`config.mk`:
```
export PLATFORM = sky130hd
export DESIGN_NAME = serial_adder_flat
export DESIGN_NICKNAME = d
export VERILOG_FILES = /design/src/rtl/serial_adder_if.sv /design/src/rtl/serial_adder.sv /design/src/flat_wrapper.sv
export SDC_FILE = /design/constraint.sdc
export NUM_CORES = 1
export LEC_CHECK = 0
export BUFFER_PORTS_ARGS = -buffer_cell sky130_fd_sc_hd__buf_2
export CORE_AREA = 2 2 51 53
export CTS_CLUSTER_SIZE = 28
export DETAILED_ROUTE_END_ITERATION = 6
export DIE_AREA = 0 0 53 55
export PLACE_DENSITY_LB_ADDON = 0.3
export SLEW_MARGIN = 20
export SYNTH_ARGS = -nofsm -noshare
export SYNTH_HDL_FRONTEND = slang
export SYNTH_SLANG_ARGS = --single-unit
```
`constraint.sdc`:
```
create_clock -name clk -period 2.6 [get_ports clk]
set_input_delay 0.26 -clock clk [delete_from_list [all_inputs] [get_ports clk]]
set_output_delay 0.26 -clock clk [all_outputs]
set_load 0.01 [all_outputs]
```
`src/rtl/serial_adder_if.sv`:
```
// Operand/result bundle for the bit-serial adder: the master side issues
// operands with a start request, the slave side reports progress and the result.
//
// Handshake: start acts as valid. It is accepted only on a rising edge where
// busy=0 and done=0 (the adder is idle), and that edge also captures a, b
// and cin. A start seen while busy or done is high is dropped, not queued.
// done is a one-cycle pulse that marks s/cout as holding a new result. s and
// cout then stay stable until the next result is loaded.
interface serial_adder_if #(
  parameter int WIDTH = 4
);
  logic             start;
  logic [WIDTH-1:0] a;
  logic [WIDTH-1:0] b;
  logic             cin;
  logic             busy;
  logic             done;
  logic [WIDTH-1:0] s;
  logic             cout;

  modport master (
    output start, a, b, cin,
    input  busy, done, s, cout
  );

  modport slave (
    input  start, a, b, cin,
    output busy, done, s, cout
  );
endinterface

```
`src/rtl/serial_adder.sv`:
```
// Bit-serial adder: one full-adder cell and a carry flop compute a + b + cin,
// LSB first, one bit per clock. The result is published on s/cout with a done pulse.
module serial_adder #(
  parameter int WIDTH = 4
) (
  input  logic                clk,
  input  logic                rst,
  serial_adder_if.slave       bus,
  output logic [1:0]          dbg_state
);

  localparam int CW = $clog2(WIDTH) + 1;
  localparam logic [CW-1:0] LAST_BIT = CW'(WIDTH - 1);

  typedef enum logic [1:0] {
    IDLE = 2'd0,
    ADD  = 2'd1,
    DONE = 2'd2
  } state_t;

  state_t           state_q, state_d;
  logic [WIDTH-1:0] a_sr_q, a_sr_d;
  logic [WIDTH-1:0] b_sr_q, b_sr_d;
  logic [WIDTH-1:0] s_sr_q, s_sr_d;
  logic [WIDTH-1:0] s_q, s_d;
  logic             c_q, c_d;
  logic             cout_q, cout_d;
  logic [CW-1:0]    cnt_q, cnt_d;
  logic             sb;
  logic             carry_next;

  // Full-adder cell on the current LSBs.
  assign sb         = a_sr_q[0] ^ b_sr_q[0] ^ c_q;
  assign carry_next = (a_sr_q[0] & b_sr_q[0]) | (c_q & (a_sr_q[0] ^ b_sr_q[0]));

  always_comb begin
    state_d = state_q;
    a_sr_d  = a_sr_q;
    b_sr_d  = b_sr_q;
    s_sr_d  = s_sr_q;
    s_d     = s_q;
    c_d     = c_q;
    cout_d  = cout_q;
    cnt_d   = cnt_q;

    case (state_q)
      IDLE: begin
        if (bus.start) begin
          a_sr_d  = bus.a;
          b_sr_d  = bus.b;
          c_d     = bus.cin;
          cnt_d   = '0;
          state_d = ADD;
        end
      end

      ADD: begin
        c_d    = carry_next;
        a_sr_d = {1'b0, a_sr_q[WIDTH-1:1]};
        b_sr_d = {1'b0, b_sr_q[WIDTH-1:1]};
        s_sr_d = {sb, s_sr_q[WIDTH-1:1]};
        cnt_d  = cnt_q + CW'(1);
        // The last bit is folded straight into the published result so that
        // s never exposes the partially shifted sum.
        if (cnt_q == LAST_BIT) begin
          s_d     = s_sr_d;
          cout_d  = carry_next;
          state_d = DONE;
        end
      end

      DONE: begin
        state_d = IDLE;
      end

      default: begin
        state_d = IDLE;
      end
    endcase
  end

  always_ff @(posedge clk or posedge rst) begin
    if (rst) begin
      state_q <= IDLE;
      a_sr_q  <= '0;
      b_sr_q  <= '0;
      s_sr_q  <= '0;
      s_q     <= '0;
      c_q     <= 1'b0;
      cout_q  <= 1'b0;
      cnt_q   <= '0;
    end else begin
      state_q <= state_d;
      a_sr_q  <= a_sr_d;
      b_sr_q  <= b_sr_d;
      s_sr_q  <= s_sr_d;
      s_q     <= s_d;
      c_q     <= c_d;
      cout_q  <= cout_d;
      cnt_q   <= cnt_d;
    end
  end

  assign bus.busy  = (state_q == ADD);
  assign bus.done  = (state_q == DONE);
  assign bus.s     = s_q;
  assign bus.cout  = cout_q;
  assign dbg_state = state_q;

endmodule

```
`src/flat_wrapper.sv`:
```
// flat-port wrapper written by rule: the top's interface ports become plain ports
module serial_adder_flat 
#(
  parameter int WIDTH = 4
)
  (clk, rst, dbg_state, bus_start, bus_a, bus_b, bus_cin, bus_busy, bus_done, bus_s, bus_cout);
  serial_adder_if #(.WIDTH(WIDTH)) bus_i ();
  input  logic clk;
  input  logic rst;
  output logic [1:0] dbg_state;
  input wire logic [$bits(bus_i.start)-1:0] bus_start;
  input wire logic [$bits(bus_i.a)-1:0] bus_a;
  input wire logic [$bits(bus_i.b)-1:0] bus_b;
  input wire logic [$bits(bus_i.cin)-1:0] bus_cin;
  output wire logic [$bits(bus_i.busy)-1:0] bus_busy;
  output wire logic [$bits(bus_i.done)-1:0] bus_done;
  output wire logic [$bits(bus_i.s)-1:0] bus_s;
  output wire logic [$bits(bus_i.cout)-1:0] bus_cout;
  assign bus_i.start = bus_start;
  assign bus_i.a = bus_a;
  assign bus_i.b = bus_b;
  assign bus_i.cin = bus_cin;
  assign bus_busy = bus_i.busy;
  assign bus_done = bus_i.done;
  assign bus_s = bus_i.s;
  assign bus_cout = bus_i.cout;
  serial_adder #(.WIDTH(WIDTH)) u_core (.clk(clk), .rst(rst), .bus(bus_i), .dbg_state(dbg_state));
endmodule
```
* Yosys cells after proc, flatten, opt, wreduce, memory -nomap -nowiden
Cells that the tools add are included.
Storage, ports and cells: register bits 23, input bits 12, output and inout bits 9, word-level logic and storage cells 35
Cells by class: $add $sub $neg 1, equal/unequal tests 5, mux-type cells 11, bitwise operators 5, reductions and logical operators 5
Operator list (count):
- 4-bit one-hot mux with 2 select lines | 2
- 4-bit 2-to-1 mux | 2
- 3-bit one-hot mux with 2 select lines | 1
- 2-bit AND reduction | 3
- 2-bit 2-to-1 mux | 2
- 2-bit one-hot mux with 2 select lines | 1
- 3-bit by 1-bit adder with 3-bit output, second input constant | 1
- 3-bit by 2-bit == test with 1-bit output, second input constant | 1
- 3-bit 2-to-1 mux | 1
- 1-bit bitwise AND | 2
- 2-bit by 1-bit == test with 1-bit output, second input constant | 1
- 2-bit == test, second input constant | 1
- 2-bit logical NOT | 1
- 2-bit by 1-bit != test with 1-bit output, second input constant | 1
- 2-bit != test, second input constant | 1
- 1-bit one-hot mux with 2 select lines | 1
- 2-bit nonzero test | 1
- 1-bit XOR | 2
- 1-bit 2-to-1 mux | 1
- 1-bit OR | 1

* Depth between registers and ports, before layout
depth after elaboration 4, mapped depth 6, depth with buffers taken out 4

* Worst setup path after synthesis
Ideal clock, no wire load.
path kind register to register, start register u_core.state_q[1] (netlist: u_core.dbg_state[1]), end register u_core.cout_q (netlist: u_core.bus.cout), library setup time 125 ps, arrival 1247 ps, required time 2475 ps, slack 1228 ps, stages on the path, launching flop included 7, path buffers 2, clock period less this slack 1372 ps, cell sequence dfrtp_1 -> buf_6 -> nand2b_4 -> buf_6 -> clkinv_4 -> nand2_4 -> mux2_4
On the way: word-level cells in the longest chain between the ends 2
Ends and longest elaborated chain:
- start, declared | RTL line serial_adder.sv:21 | state_t state_q, state_d;
- start signal, assigned | RTL line serial_adder.sv:93 | state_q <= state_d;
- 2-bit by 1-bit == test with 1-bit output
- named net bus_busy | RTL line flat_wrapper.sv:15 | output wire logic [$bits(bus_i.busy)-1:0] bus_busy;
- 2-bit AND reduction (no source line)
- end signal, assigned | RTL line serial_adder.sv:99 | cout_q <= cout_d;
- end, declared | RTL line serial_adder.sv:27 | logic cout_q, cout_d;
The timed path passes the listed nets, and every way through them passes these cells. A chain may end at the register's enable or synchronous reset.

* Worst setup path in the final report
start register u_core.state_q[0] (netlist: u_core.dbg_state[0]), end output port bus_busy
On the way: word-level cells in the longest chain between the ends 1
Ends and longest elaborated chain:
- 2-bit by 1-bit == test with 1-bit output | RTL line serial_adder.sv:104 | assign bus.busy = (state_q == ADD);
- end, declared | RTL line flat_wrapper.sv:15
Every way passes these cells.

==> impl_metrics.toml <==
[outcome]
status = "completed"

[critical_path]
r2r_setup_slack_ns = 1.13
critical_path_peak_fanout = 13
critPathArrivalTime_ns = 1.37
start_kind = "register"
required_ns = 2.34
crit_path_end_kind = "output port"
critPathKind = "reg2out"

[timing]
hold_viol = 0
grt_setup_unrepaired = "false"
slew_violations = 0
fin_skew_ns = 0.00425
max_freq_mhz = 614
final-setup-viol-count = 0
tightestPinTransition_ns = 0.837
relSlewSlack_pct = 44.2
fin_setup_tns_ns = 0
min_period_ns = 1.63
period_share_pct = 62.6

[clocking]
cts_resized = 0
root_buffer = "clkbuf_4"
cts_buffers = 3
clock_path_buffers = 2
clk_pin_slew_worst_paths_ns = 0.11
postCtsSetupBuffers = 0
cts_tree = "built"
clk_latency_ns = 0.30
ctsHoldBuffers = 0
cts.sinks = 22
cts-htree-levels = 1

[grt]
overflow = 0
grt_pass1_vias = 730
grt_use_met2_pct = 26.5
grt_max_degree = 23
grt_antenna_before_repair = 0
met3_usage_pct = 5.65
grt_pass1_wl_um = 3330
use_met1_pct = 21.8
grt_use_total_pct = 16.2
grt-busiest-layer = "met2"

[power]
power_density_nw_per_um2 = 1230
peakVddDrop_mv = 0.523
leakage_nw = 0.571
finalPower_w = 0.00140

[layout]
multiInputGateArea_um2 = 395
regArea_um2 = 551
area_growth_pct = 12.7
drive_above_1_share_pct = 29.4
final_nets = 126
diodes = 0
n_fill_cell = 235
fin_area_um2 = 1140
fin_util_pct = 48.3

[logic_synthesis]
synth.yosys.seq_area_share_pct = 54.4
synth_edf_count = 0
synth_nets = 105
synthFlopType = "dfrtp_1"
ys_types = 26
ys_top_cells_by_count = "dfrtp_1, nand2_1, o22ai_1"
synth.most_common_cell = "dfrtp_1"
synth_largest_area_cell = "dfrtp_1"
yosys_warnings = 0
async_flop_share_pct = 100
ys_ff_latch = 22
syn_inst = 90
synth.top_cell.area_share_pct = 54.4
syn-cell-area_um2 = 1010
syn_area_per_cell_um2 = 11.2
synth_area_leaders = "dfrtp_1, mux2_4, o22ai_1, nand2_1, a21oi_1"

[placement]
placed_cell_area_um2 = 1120
portBuffers = 20
hpwlAfterDp_um = 1400
place_congestion = 0.754

[floorplanning]
die_w_um = 53
pin_count = 21
core-area_um2 = 2360
fp-row-count = 18
start_util_pct = 42.8
die_h_um = 55
dieArea_um2 = 2920

[worst_hold_path]
min_path_type = "in2async"

[drt]
vias_per_cell = 5.16
drc = 0
dr.pass1.iters = 4
ant_nets = 0
vias = 717
routed_wl_um = 1900
wl_per_cell_um = 13.7
drt-initial-drc-count = 5

[flow_run]
max-cap-violations = 0
==> placed cells by master, fill, tap and decap left out <==
cell type  Yosys  routed
mux2_4         5       5
nor3b_1        1       1
inv_1          7       7
clkinv_4       1       1
dfrtp_1       22      22
nand2_1       12      12
nor3_1         4       4
ha_1           2       2
nor2_1         3       3
clkbuf_4       0       3
nor4b_1        1       1
fa_1           1       1
o22ai_1        9       9
o21bai_1       1       1
nand2_4        1       1
o31ai_1        1       1
a21oi_1        6       6
a22o_1         1       1
o21ba_2        1       1
nand2b_4       1       1
a211oi_1       1       1
o21ai_0        3       3
o22a_1         1       1
buf_2          1      20
nand2b_1       1       1
==> final timing paths <==
| check | from | endpoint | cells after the start |
|---|---|---|---|
| min in group clk | bus_a[3] | u_core.a_sr_q[3] | 3 |
| worst min register to register | u_core.s_sr_q[1] | u_core.s_sr_q[1] | 2 |
| max in group asynchronous | rst | u_core.s_sr_q[3] | 2 |
| worst max-delay path | u_core.dbg_state[0] | bus_busy | 3 |
| worst min-delay path | rst | u_core.s_sr_q[2] | 2 |
| worst max register to register | u_core.dbg_state[1] | u_core.bus.s[2] | 4 |
==> final cells by class <==
type | count | share of cell area (%)
multi-input combinational | 56 | 34.6
timing repair buffer | 20 | 8.77
inverter | 8 | 3.07
clock buffer | 3 | 1.97
sequential | 22 | 48.2
tap | 30 | 3.29
==> cells by family (layout without fill, tap and decap cells) <==
group,Yosys count,count (layout),share of synthesized area (%)
AO/OA/AOI/OAI,24,24,15.0
multiplexers,5,5,7.42
buffers and inverters,12,31,6.55
AND/OR/NAND/NOR,24,24,12.2
adder cells (fa/ha/maj),3,3,4.45
flip-flops,22,22,54.4
==> flip-flops by register name, summed over array words and instances, names as in the netlist <==
name / cells
u_core.bus.s: 4
u_core.a_sr_q: 4
u_core.cnt_q: 3
u_core.b_sr_q: 4
u_core.bus.cout: 1
u_core.dbg_state: 2
u_core.c_q: 1
u_core.s_sr_q: 3
==> critical path, stage by stage (launching register included) <==
cell	delay [ns]
dfrtp_1	0.65
nand2b_4	0.17
clkinv_4	0.11
buf_2	0.13
==> report_power, final <==
part	switching (W)	internal [W]
clock network	0.0000959	0.0000540
logic	0.000312	0.000302
registers	0.000134	0.000503
total	0.000542	0.000859
==> through the flow <==
stage               cells  setup slack [ns]  hold slack (ns)
finish                139             0.972            0.108
global route          139             0.850            0.156
CTS                   139             0.951            0.126
detailed placement    136              1.14            0.465
global placement      136              1.17            0.462
floorplan              90              1.23            0.249
==> routing by layer <==
metal,wire length (um),share of wire [%]
met3,112,5.9
met2,890,47
met4,0,0
met1,896,47
met5,0,0
Note: power is estimated with default switching activity, not from simulation.
